===== src/rtl/axi4_slave_write_ctrl.sv =====
// AXI4 slave write-channel controller: one burst at a time, FIXED/INCR/WRAP beat addressing, single B response.
// Define AXI4_WRITE_CTRL_4KB_CHECK_EN to reject INCR bursts that cross a 4 KB boundary.
module axi4_slave_write_ctrl #(
  parameter int ADDRESS_WIDTH = 32,
  parameter int DATA_WIDTH    = 32,
  parameter int ID_WIDTH      = 16
) (
  input  logic                      aclk,
  input  logic                      areset,
  input  logic [ID_WIDTH-1:0]       awid,
  input  logic [ADDRESS_WIDTH-1:0]  awaddr,
  input  logic [7:0]                awlen,
  input  logic [2:0]                awsize,
  input  logic [1:0]                awburst,
  input  logic                      awvalid,
  output logic                      awready,
  input  logic [DATA_WIDTH-1:0]     wdata,
  input  logic [DATA_WIDTH/8-1:0]   wstrb,
  input  logic                      wlast,
  input  logic                      wvalid,
  output logic                      wready,
  output logic [ID_WIDTH-1:0]       bid,
  output logic [1:0]                bresp,
  output logic                      bvalid,
  input  logic                      bready,
  output logic                      mem_wr_en,
  output logic [ADDRESS_WIDTH-1:0]  mem_addr,
  output logic [DATA_WIDTH-1:0]     mem_wdata,
  output logic [DATA_WIDTH/8-1:0]   mem_wstrb
);

  localparam int STRB_WIDTH = DATA_WIDTH / 8;
  localparam int MAX_SIZE   = $clog2(STRB_WIDTH);

  localparam logic [1:0] BURST_FIXED = 2'b00;
  localparam logic [1:0] BURST_INCR  = 2'b01;
  localparam logic [1:0] BURST_WRAP  = 2'b10;
  localparam logic [1:0] BURST_RSVD  = 2'b11;
  localparam logic [1:0] RESP_OKAY   = 2'b00;
  localparam logic [1:0] RESP_SLVERR = 2'b10;

  typedef enum logic [1:0] {IDLE, DATA, RESP} state_t;

  state_t state, state_next;

  // run_q keeps awready low while areset is high; the FSM itself resets to IDLE.
  logic                     run_q;
  logic [ID_WIDTH-1:0]      id_q;
  logic [ADDRESS_WIDTH-1:0] addr_q;
  logic [7:0]               len_q;
  logic [7:0]               cnt_q;
  logic [2:0]               size_q;
  logic [1:0]               burst_q;
  logic                     aw_err_q;
  logic                     wlast_err_q;

  logic aw_hs, w_hs, last_beat, aw_err_in, cross_4k;
  logic [ADDRESS_WIDTH-1:0] bytes, aligned, incr_addr, wrap_size, wrap_lower, addr_next;

  assign aw_hs     = awvalid & awready;
  assign w_hs      = wvalid & wready;
  assign last_beat = (cnt_q == len_q);

  assign aw_err_in = (awburst == BURST_RSVD)
                   || (int'(awsize) > MAX_SIZE)
                   || ((awburst == BURST_WRAP) && !(awlen inside {8'd1, 8'd3, 8'd7, 8'd15}));

`ifdef AXI4_WRITE_CTRL_4KB_CHECK_EN
  logic [11:0] aw_offset;
  logic [16:0] aw_span;
  logic [17:0] aw_end;

  assign aw_offset = awaddr[11:0] & ~((12'd1 << awsize) - 12'd1);
  assign aw_span   = ({9'd0, awlen} + 17'd1) << awsize;
  assign aw_end    = {6'd0, aw_offset} + {1'b0, aw_span};
  assign cross_4k  = (awburst == BURST_INCR) && (aw_end > 18'd4096);
`else
  assign cross_4k  = 1'b0;
`endif

  // Next beat address; INCR aligns after the first (possibly unaligned) beat.
  assign bytes      = ADDRESS_WIDTH'(1) << size_q;
  assign aligned    = addr_q & ~(bytes - ADDRESS_WIDTH'(1));
  assign incr_addr  = aligned + bytes;
  assign wrap_size  = ADDRESS_WIDTH'({1'b0, len_q} + 9'd1) << size_q;
  assign wrap_lower = addr_q & ~(wrap_size - ADDRESS_WIDTH'(1));

  always_comb begin
    unique case (burst_q)
      BURST_FIXED: addr_next = addr_q;
      BURST_WRAP:  addr_next = (incr_addr == wrap_lower + wrap_size) ? wrap_lower : incr_addr;
      default:     addr_next = incr_addr;
    endcase
  end

  // NOTE: sequential state uses non-blocking assignments so every register samples pre-edge values.
  always_ff @(posedge aclk or posedge areset) begin
    if (areset) state <= IDLE;
    else        state <= state_next;
  end

  // NOTE: every output of this block gets a default first, so no path leaves a latch behind.
  always_comb begin
    state_next = state;
    awready    = 1'b0;
    wready     = 1'b0;
    bvalid     = 1'b0;
    unique case (state)
      IDLE: begin
        awready = run_q;
        if (awvalid && run_q) state_next = DATA;
      end
      DATA: begin
        wready = 1'b1;
        if (wvalid && last_beat) state_next = RESP;
      end
      RESP: begin
        bvalid = 1'b1;
        if (bready) state_next = IDLE;
      end
      default: state_next = IDLE;
    endcase
  end

  always_ff @(posedge aclk or posedge areset) begin
    if (areset) begin
      run_q       <= 1'b0;
      id_q        <= '0;
      addr_q      <= '0;
      len_q       <= '0;
      cnt_q       <= '0;
      size_q      <= '0;
      burst_q     <= '0;
      aw_err_q    <= 1'b0;
      wlast_err_q <= 1'b0;
    end else begin
      run_q <= 1'b1;
      if (aw_hs) begin
        id_q        <= awid;
        addr_q      <= awaddr;
        len_q       <= awlen;
        size_q      <= awsize;
        burst_q     <= awburst;
        cnt_q       <= '0;
        aw_err_q    <= aw_err_in | cross_4k;
        wlast_err_q <= 1'b0;
      end
      if (w_hs) begin
        addr_q <= addr_next;
        // Holding on the last beat keeps len = 255 from wrapping the counter.
        if (!last_beat)         cnt_q       <= cnt_q + 8'd1;
        if (wlast != last_beat) wlast_err_q <= 1'b1;
      end
    end
  end

  assign bid       = id_q;
  assign bresp     = (bvalid && (aw_err_q || wlast_err_q)) ? RESP_SLVERR : RESP_OKAY;
  assign mem_wr_en = w_hs & ~aw_err_q;
  assign mem_addr  = addr_q;
  assign mem_wdata = wdata;
  assign mem_wstrb = wstrb;

endmodule


===== config.mk =====
export PLATFORM = sky130hd
export DESIGN_NAME = axi4_slave_write_ctrl
export DESIGN_NICKNAME = d
export VERILOG_FILES = /design/src/rtl/axi4_slave_write_ctrl.sv
export SDC_FILE = /design/constraint.sdc
export NUM_CORES = 1
export LEC_CHECK = 0
export CORE_MARGIN = 2
export CORE_UTILIZATION = 50
export DETAILED_ROUTE_END_ITERATION = 16
export GPL_ROUTABILITY_DRIVEN = 0
export GPL_TIMING_DRIVEN = 0
export PLACE_DENSITY = 0.9
export RECOVER_POWER = 50
export SYNTH_ARGS = -nofsm -noshare
export SYNTH_HDL_FRONTEND = slang
export SYNTH_SLANG_ARGS = --single-unit

===== constraint.sdc =====
create_clock -name aclk -period 14 [get_ports aclk]
set_input_delay 2.1 -clock aclk [delete_from_list [all_inputs] [get_ports aclk]]
set_output_delay 2.1 -clock aclk [all_outputs]
set_load 0.05 [all_outputs]

* Word-level counts from Yosys, hierarchy flattened *
Cells that the tools add are included.
Widths: inputs -> output; s select.

cells by class
  multipliers = 0
  shifts and indexed selects = 2
  add/subtract/negate cells = 6
  bitwise gates (word level) = 8
  multiplexer cells = 18
  eq/ne operators = 16
  reductions and logical operators = 14
  $lt $le $gt $ge = 1
  div/mod/pow operators = 0

operator list
  kind                   number
  $mux 32                3
  $add 32x32->32         2
  $and 32x32->32         2
  $not 32->32            2
  $pmux 32 s2            1
  $sub 32x1->32 const B  2
  $eq 32x32->1           1
  $shl 1x3->32 const A   1
  $shl 9x3->32           1
  $mux 8                 3
  $add 8x1->9 const B    1
  $add 8x1->8 const B    1
  $eq 2x2->1 const B     4
  $eq 8x1->1 const B     1
  $eq 8x2->1 const B     1
  $eq 8x3->1 const B     1
  $eq 8x4->1 const B     1
  $eq 8x8->1             1
  $mux 2                 4
  $ne 2x2->1 const B     4
  $mux 1                 6
  $pmux 2 s3             1
  $logic_and 1x1->1      4
  $logic_not 2->1        2
  other kinds (11)       15

word-level totals
  logic and storage cells = 75
  bits in writable memories = 0
  output and inout bits = 90
  memories = 0
  bits in read-only memories = 0
  latch bits = 0
  flip-flop bits (word level) = 74

* Logic depth before layout (Yosys ltp) *
Gate-level depths: netlist of run 1.

  depth after elaboration = 10
  gate-level depth with buffers = 31
  gate-level depth less buffers = 24

* Worst setup path before layout of run 1 *
OpenSTA, ideal clock, no wires.

  kind = flip-flop to flip-flop
  start point = register len_q[0]
  end point = register addr_q[31] (netlist: mem_addr[31])
  setup time = 0.094 ns
  cell stages (with the launch flop) = 27
  setup slack = 7.421 ns
  data arrival time = 6.485 ns
  path through = dfrtp_1 -> ha_1 -> clkbuf_1 -> nor2b_1 -> o21a_1 -> or2_1 -> a211o_1 -> buf_2 -> clkbuf_1 -> nor4_1 -> a21oi_1 -> o21a_1 -> ha_1 -> clkbuf_1 -> a21o_1 -> a21oi_1 -> o21ai_0 -> a21o_1 -> a221o_1 -> and2_1 -> xnor2_1 -> or4_1 -> nor4_4 -> and2_1 -> buf_6 -> mux2_2 -> a211oi_1

on the way
  longest elaborated chain between the ends = 10

RTL lines
  element                 line  RTL
  from (decl)             50    logic [7:0] len_q;
  from (signal assigned)  141   len_q <= awlen;
  $add 8x1->9 *           85    assign wrap_size = ADDRESS_WIDTH'({1'b0, len_q} + 9'd1) << size_q;
  $shl 9x3->32 *          85
  $sub 32x1->32           86    assign wrap_lower = addr_q & ~(wrap_size - ADDRESS_WIDTH'(1));
  $not 32->32             86
  $and 32x32->32          86
  $add 32x32->32          91    BURST_WRAP: addr_next = (incr_addr == wrap_lower + wrap_size) ? wrap_lower : incr_addr;
  $eq 32x32->1            91
  $mux 32 *               91
  $pmux 32 s2 *           89    unique case (burst_q)
  $mux 32 *               148   if (w_hs) begin
  to (signal assigned)    140   addr_q <= awaddr;
  to (signal assigned)    149   addr_q <= addr_next;
  to (decl)               49    logic [ADDRESS_WIDTH-1:0] addr_q;

Mark *: on every way between the ends. The rest lies on a longest branch, timed or not.
A chain may end at the register's enable or synchronous reset.

* Worst setup path in the final report of run 1 *
  start point = register size_q[2]
  end point = register addr_q[31] (netlist: mem_addr[31])

on the way
  longest elaborated chain between the ends = 9

RTL lines
  element                                              line    RTL
  from (decl)                                          52      logic [2:0] size_q;
  from (signal assigned)                               142     size_q <= awsize;
  $shl 9x3->32 / $shl 1x3->32 (equally long branches)  85, 82
  $sub 32x1->32, on equally long branches              86, 83
  $not 32->32, on equally long branches                86, 83
  $and 32x32->32, on equally long branches             86, 83
  $add 32x32->32, on equally long branches             91, 84
  $eq 32x32->1                                         91
  $mux 32                                              91
  $pmux 32 s2 *                                        89
  $mux 32 *                                            148

Marks and branches as above.

==> results by group, run 1 <==
Detailed routing
  • Vias per inst: between 6 and 7
  • Drt total wl: roughly 30000 um
  • Drt pass-1 iters: 11
  • Vias: 10000
  • Initial drt markers: between 1000 and 1500
  • Per-cell routed wire length: approximately 20 um
  • Residual DRC: 0
  • Final ANT Viol Nets: 0

STA
  • Final setup fails: 0
  • Setup ws final: ~5.6 ns
  • Hold Fails Final Rpt: 0
  • Fin Clk Skew: between 0.01 and 0.015 ns
  • Fin crit share: between 60% and 70%
  • Setup TNS: 0 ns
  • Final Max Slew Viols: 77
  • Min Tclk post-route: about 8.4 ns
  • Worst-Margin Slew: around 2.2 ns
  • Hold_ws: 0.4718 ns
  • Rel. slew slack: -44.24%
  • F_max: between 100 and 150 MHz
  • RSZ-0062 raised after global routing: no

Power and ir drop
  • Clock power share: 8.7%
  • Lkg Pwr: 0.004422 uW
  • Pint: around 1100 uW
  • Switching Power: 1513 uW
  • Cell area power density: approximately 250 mW/mm^2
  • Sw Ratio: 57.10%
  • Combinational Power Share: between 70% and 80%
  • Sequential share of power: between 15 and 20%
  • Peak supply drop: approximately 0.17 mV

Placed design
  • Post-DP Area: around 0.010 mm^2
  • Post-DP HPWL: about 23000 um
  • Placed Cells: about 1500
  • IO Port Bufs: around 160
  • Dpl ws: roughly 6.1 ns

Floorplan
  • Die area: 0.01796 mm^2
  • Die H: 134.0 um
  • CORE AREA: roughly 0.017 mm^2
  • Starting Density: between 50 and 60%
  • I/O pin count: roughly 190
  • Standard-cell rows: 47
  • Die Width: roughly 130 um

Outcome
  • Outcome: complete, but fails checks
  • Failing checks: capacitance limit, slew limit

Yosys
  • Synth cell types: between 80 and 90
  • Seq/Total Area, Yosys: a little over a fifth
  • Area share of the largest cell type after synthesis: between 20% and 30%
  • Synth Instances: approximately 1100
  • Yosys top cell by area: dfrtp_1
  • Syn Nets: between 1000 and 1500
  • Synth Flop Type: dfrtp_1
  • Post-synth EDFFs: 0
  • Yosys warnings: 0
  • Synth Register Bits: 74
  • Ranking of synthesized cells by area: dfrtp_1 22%, nand2_1 7.8%, xnor2_1 5.2%
  • Mapped Area: ~0.0085 mm^2
  • Avg Inst Size Synth: roughly 7.4 um^2
  • Post-synthesis async set-or-reset flop share: between 90% and 100%

Clock tree
  • Root buf cell: clkbuf_16
  • CTS tree: built
  • Worst skew pair latency: ~0.35 ns
  • Htree depth: 3
  • CTS Buffer Depth: 2
  • PostCTS Resize Cnt: 0
  • Num CTS Buffers: 9
  • Clock sink count: 74
  • Postcts setup bufs: 0
  • Clock transition at the registers of the reported paths: 0.06 ns
  • # hold bufs at CTS: 0

Finish
  • Syn-to-layout area delta: 25.11%
  • Multi-input logic area: approximately 0.0058 mm^2
  • Register area: between 0.0015 and 0.002 mm^2
  • Commonest non-fill, non-tap cell in the layout: nand2_1
  • Commonest non-fill, non-tap cells in the layout: 176 x nand2_1, 117 x clkdlybuf4s50_1, 74 x dfrtp_1, 68 x nor2_1, 55 x a21oi_1
  • Cell Count, Final, Fillers Out: 1532
  • Share of cells above drive strength 1: around 8.7%
  • Fillers: approximately 1400
  • Final nets: ~1400
  • Fin area: between 0.01 and 0.015 mm^2
  • Antenna cells: 0

Global routing
  • Total GRT Usage: between 30% and 40%
  • GRT Residual Overflow: 0
  • Largest net degree at the start of global routing: 40
  • Vias in the first global route: between 9000 and 10000
  • Initial antenna violation count: 0
  • Global-route wire length before repair: ~47000 um

Critical path
  • Critical Path Source Type: flop
  • Crit end category: flop
  • Delay of the slowest cell on the worst path: 1.00 ns
  • Crit path top cell by count: clkbuf_1
  • Max FO, Critical Path: 10
  • Reg-to-reg slack, setup: ~5.6 ns
  • Slowest-stage cell, CP: nor4_1
  • Crit path DAT: 8.69 ns
  • CP Class: reg -> reg
  • Worst EP required: 14.25 ns

Hold path
  • Hold WC Path Type: reg -> reg

Flow run
  • Max Cap Viol: 2
[layout make-up]
type,count,area share (%)
well taps,220,2.603
clock inverters,3,0.2248
plain buffers,116,6.165
multi-input cells,924,55.30
clock buffers,12,2.520
flip-flops and latches,74,17.51
inverters,27,0.9703
repair buffers,156,14.71
[power groups by stage]
stage                     registers, uW  clock network (uW)  logic [uW]
final                               401                 232        2020
after global routing                412                 244        2150
after CTS                           400                 232        1960
after detailed placement            401                   0        1950
after global placement              396                   0        1910
after floorplan                     576                   0        1250
[synth_stat cells (15+ instances only)]
master / number
nand2_1: 176
dfrtp_1: 74
nor2_1: 68
a21oi_1: 55
clkbuf_1: 50
o21ai_0: 50
xnor2_1: 50
and3_1: 42
buf_4: 42
nor3_1: 39
nand3_1: 37
inv_1: 26
nand4_1: 23
a211oi_1: 20
ha_1: 17
o21ai_1: 17
mux2i_1: 16
nor4_1: 16
xor2_1: 16
a31oi_1: 15
and2_1: 15
nand2b_1: 15
[final timing paths]
path	depth (start not counted)	to	from
min in group asynchronous	2	bid[8]	areset
worst max register to register	29	mem_addr[31]	size_q[2]
max in group asynchronous	3	mem_addr[8]	areset
worst min register to register	2	bid[8]	bid[8]
worst min-delay path	2	bid[8]	bid[8]
worst max-delay path	29	mem_addr[31]	size_q[2]
[through the flow]
| stage | util (%) | power [uW] |
|---|---|---|
| 2_1_floorplan | - | 1828 |
| 3_3_place_gp | 62.20 | 2306 |
| 3_5_place_dp | 62.34 | 2351 |
| 4_1_cts | 64.09 | 2596 |
| 5_1_grt | 63.99 | 2802 |
| 6_report | 63.99 | 2650 |
[sequential cells by signal, indices dropped and copies added, names as in the netlist]
register	flops
aw_err_q	1
bid	16
burst_q	2
cnt_q	8
len_q	8
mem_addr	32
run_q	1
size_q	3
state	2
wlast_err_q	1
[metal layers]
layer  vias up  global-route usage, %  share of wire (%)
li1       4469                      -                  -
met1      4543                  42.14                 38
met2       801                  49.69                 43
met3       189                  9.675                 14
met4         0                  16.32                5.8
met5         -                      0                  0
[worst max-delay path: cells and delay by family, from the launching register on]
kind,cells,cell delay [ns]
AOI/OAI and AO/OA,6,1.32
muxes,1,0.35
xor gates and xnor gates,2,0.25
and+or+nand+nor,11,3.58
buffers and inverters,7,1.82
adders and majority gates,2,0.56
DFF,1,0.42
[cells by family after synthesis]
kind of cell	after synthesis	share of synthesized area (%)
other	2	0.08886
AND/OR/NAND/NOR	518	31.55
buffers and inverters	143	8.912
adder cells (fa/ha/maj)	17	2.517
AO/OA/AOI/OAI	295	24.59
multiplexers	24	3.064
flip-flops	74	21.91
XOR/XNOR	68	7.372
(Power assumes the default switching activity.)
==> run 2: changes to the inputs <==
==> constraint.sdc (replaced) <==
create_clock -name aclk -period 8.3 [get_ports aclk]
set_input_delay 1.245 -clock aclk [delete_from_list [all_inputs] [get_ports aclk]]
set_output_delay 1.245 -clock aclk [all_outputs]
set_load 0.05 [all_outputs]
==> results by group, run 2 (same netlist as run 1, synthesis figures left out) <==
Critical path
  • Delay of the slowest cell on the worst path: slightly below 0.6 ns
  • Worst EP required: 8.55 ns
  • Max FO, Critical Path: 10
  • R2r endpoint: mem_addr[31]
  • CP Class: reg -> reg
  • Crit path to: mem_addr[31]
  • Worst reg-to-reg path cell count: 29
  • Reg-to-reg slack, setup: approximately 0.36 ns
  • Critical Path Source Type: flop
  • R2r startpoint: size_q[2]
  • Crit path DAT: 8.19 ns
  • Slowest-stage cell, CP: or4_1
  • Crit path top cell by count: clkbuf_1
  • Crit end category: flop
  • CP startpoint: size_q[2]

STA
  • Rel. slew slack: -45.07%
  • Final Max Slew Viols: 77
  • Fin Clk Skew: approximately 0.012 ns
  • Worst-Margin Slew: about 2.2 ns
  • Fin crit share: about 96%
  • Final setup fails: 0
  • RSZ-0062 raised after global routing: no
  • Setup ws final: roughly 0.36 ns
  • Hold Fails Final Rpt: 0
  • Setup TNS: 0 ns
  • Hold_ws: between 0.4 and 0.5 ns
  • F_max: 126.0 MHz
  • Min Tclk post-route: 7.937 ns

Global routing
  • Busiest grt layer: met2
  • GR Util met3: 9.675%
  • Global-route wire length before repair: 47290 um
  • Initial antenna violation count: 0
  • Met1 global-route usage: 42.14%
  • Met2 Use GR: roughly 50%
  • GRT Residual Overflow: 0
  • Total GRT Usage: 32.61%
  • Vias in the first global route: a little over 9000
  • Largest net degree at the start of global routing: 40

Placed design
  • Post-DP HPWL: between 20000 and 25000 um
  • Dpl ws: a little over 0.4 ns
  • IO Port Bufs: approximately 160

Finish
  • Fin util: roughly 64%
  • Share of cells above drive strength 1: under 10%
  • Number of flip-flops in the largest register: 32
  • Commonest non-fill, non-tap cells in the layout: 176 x nand2_1, 117 x clkdlybuf4s50_1, 74 x dfrtp_1, 68 x nor2_1, 55 x a21oi_1
  • Syn-to-layout area delta: 25.31%
  • Final nets: 1428
  • Commonest non-fill, non-tap cell in the layout: nand2_1

Floorplan
  • Die H: about 130 um
  • CORE AREA: between 0.015 and 0.02 mm^2
  • Die area: ~0.018 mm^2
  • I/O pin count: ~190
  • Die Width: roughly 130 um
  • Standard-cell rows: 47
  • Starting Density: about half

Power and ir drop
  • Peak supply drop: 0.2878 mV
  • Cell area power density: around 420 mW/mm^2
  • Power, Total: between 4000 and 5000 uW
  • Lkg Pwr: about 0.0044 uW

Detailed routing
  • Vias per inst: 6.593
  • Initial drt markers: 1353
  • Vias: slightly above 10000
  • Residual DRC: 0
  • Per-cell routed wire length: slightly below 20 um
  • Drt total wl: roughly 30000 um
  • Final ANT Viol Nets: 0
  • Drt pass-1 iters: 8

Hold path
  • Hold WC Path Type: reg -> reg
  • Hold Crit Start: bid[8]

Outcome
  • Failing checks: capacitance limit, slew limit
  • Outcome: complete, but fails checks

Flow run
  • Max Cap Viol: 2

Clock tree
  • CTS Buffer Depth: 2
  • Worst skew pair latency: ~0.35 ns
  • Root buf cell: clkbuf_16
  • Htree depth: 3
  • CTS tree: built
  • Clock transition at the registers of the reported paths: ~0.06 ns
  • # hold bufs at CTS: 0
  • Clock sink count: 74
  • Num CTS Buffers: 9
  • Postcts setup bufs: 0
[run 2: power by group]
part	switching (uW)	internal, uW
combinational	2240	1190
sequential	170	507
clock	165	226
[run 2: repair_timing]
action	in CTS	in global routing
gates resized for setup	0	2
endpoints found under the hold margin	0	0
setup endpoints to repair	0	32
[run 2: how the worst min path moves through the flow]
stage,to,slack [ns],cells past startpoint
after floorplan,wlast_err_q,0.45,2
after global placement,bid[1],0.46,2
after CTS,bid[8],0.48,2
final,bid[8],0.47,2
after detailed placement,bid[6],0.46,2
after global routing,bid[9],0.50,2
[run 2: routing by layer]
metal	vias up	share of wire (%)
li1	4476	-
met1	4592	37
met2	841	43
met3	198	14
met4	0	5.9
met5	-	0
[run 2: area by class of cell]
| class | instances | area (um^2) |
|---|---|---|
| clock buffer | 12 | 266.5 |
| tap | 220 | 275.3 |
| multi-input combinational | 924 | 5862 |
| buffer | 116 | 651.9 |
| fill | 1385 | 5933 |
| inverter | 27 | 102.6 |
| clock inverter | 3 | 23.77 |
| timing repair buffer | 156 | 1555 |
| antenna | 1 | 2.502 |
| sequential | 74 | 1852 |
[run 2: per-stage QoR]
step	std cells	area (um^2)
after floorplan	1141	8452
after global placement	1516	10280
after detailed placement	1517	10300
after CTS	1532	10590
after global routing	1532	10590
final	1533	10590
[run 2: worst max-delay path: cells and delay by family, from the launching register on]
kind | cells | cell delay (ns)
AND/OR/NAND/NOR | 11 | 3.01
multiplexers | 1 | 0.35
XOR/XNOR | 2 | 0.25
flip-flops | 1 | 0.41
adder cells (fa/ha/maj) | 2 | 0.57
AO/OA/AOI/OAI | 6 | 1.38
buffers and inverters | 7 | 1.87
==> run 3: changes to the inputs <==
--- a/config.mk
+++ b/config.mk
@@ -7,6 +7,7 @@
 export LEC_CHECK = 0
 export CORE_MARGIN = 2
 export CORE_UTILIZATION = 50
+export CTS_CLUSTER_SIZE = 16
 export DETAILED_ROUTE_END_ITERATION = 16
 export GPL_ROUTABILITY_DRIVEN = 0
 export GPL_TIMING_DRIVEN = 0
==> results of run 3 <==
The final DEF is identical to that of run 2; final timing and power are the same.
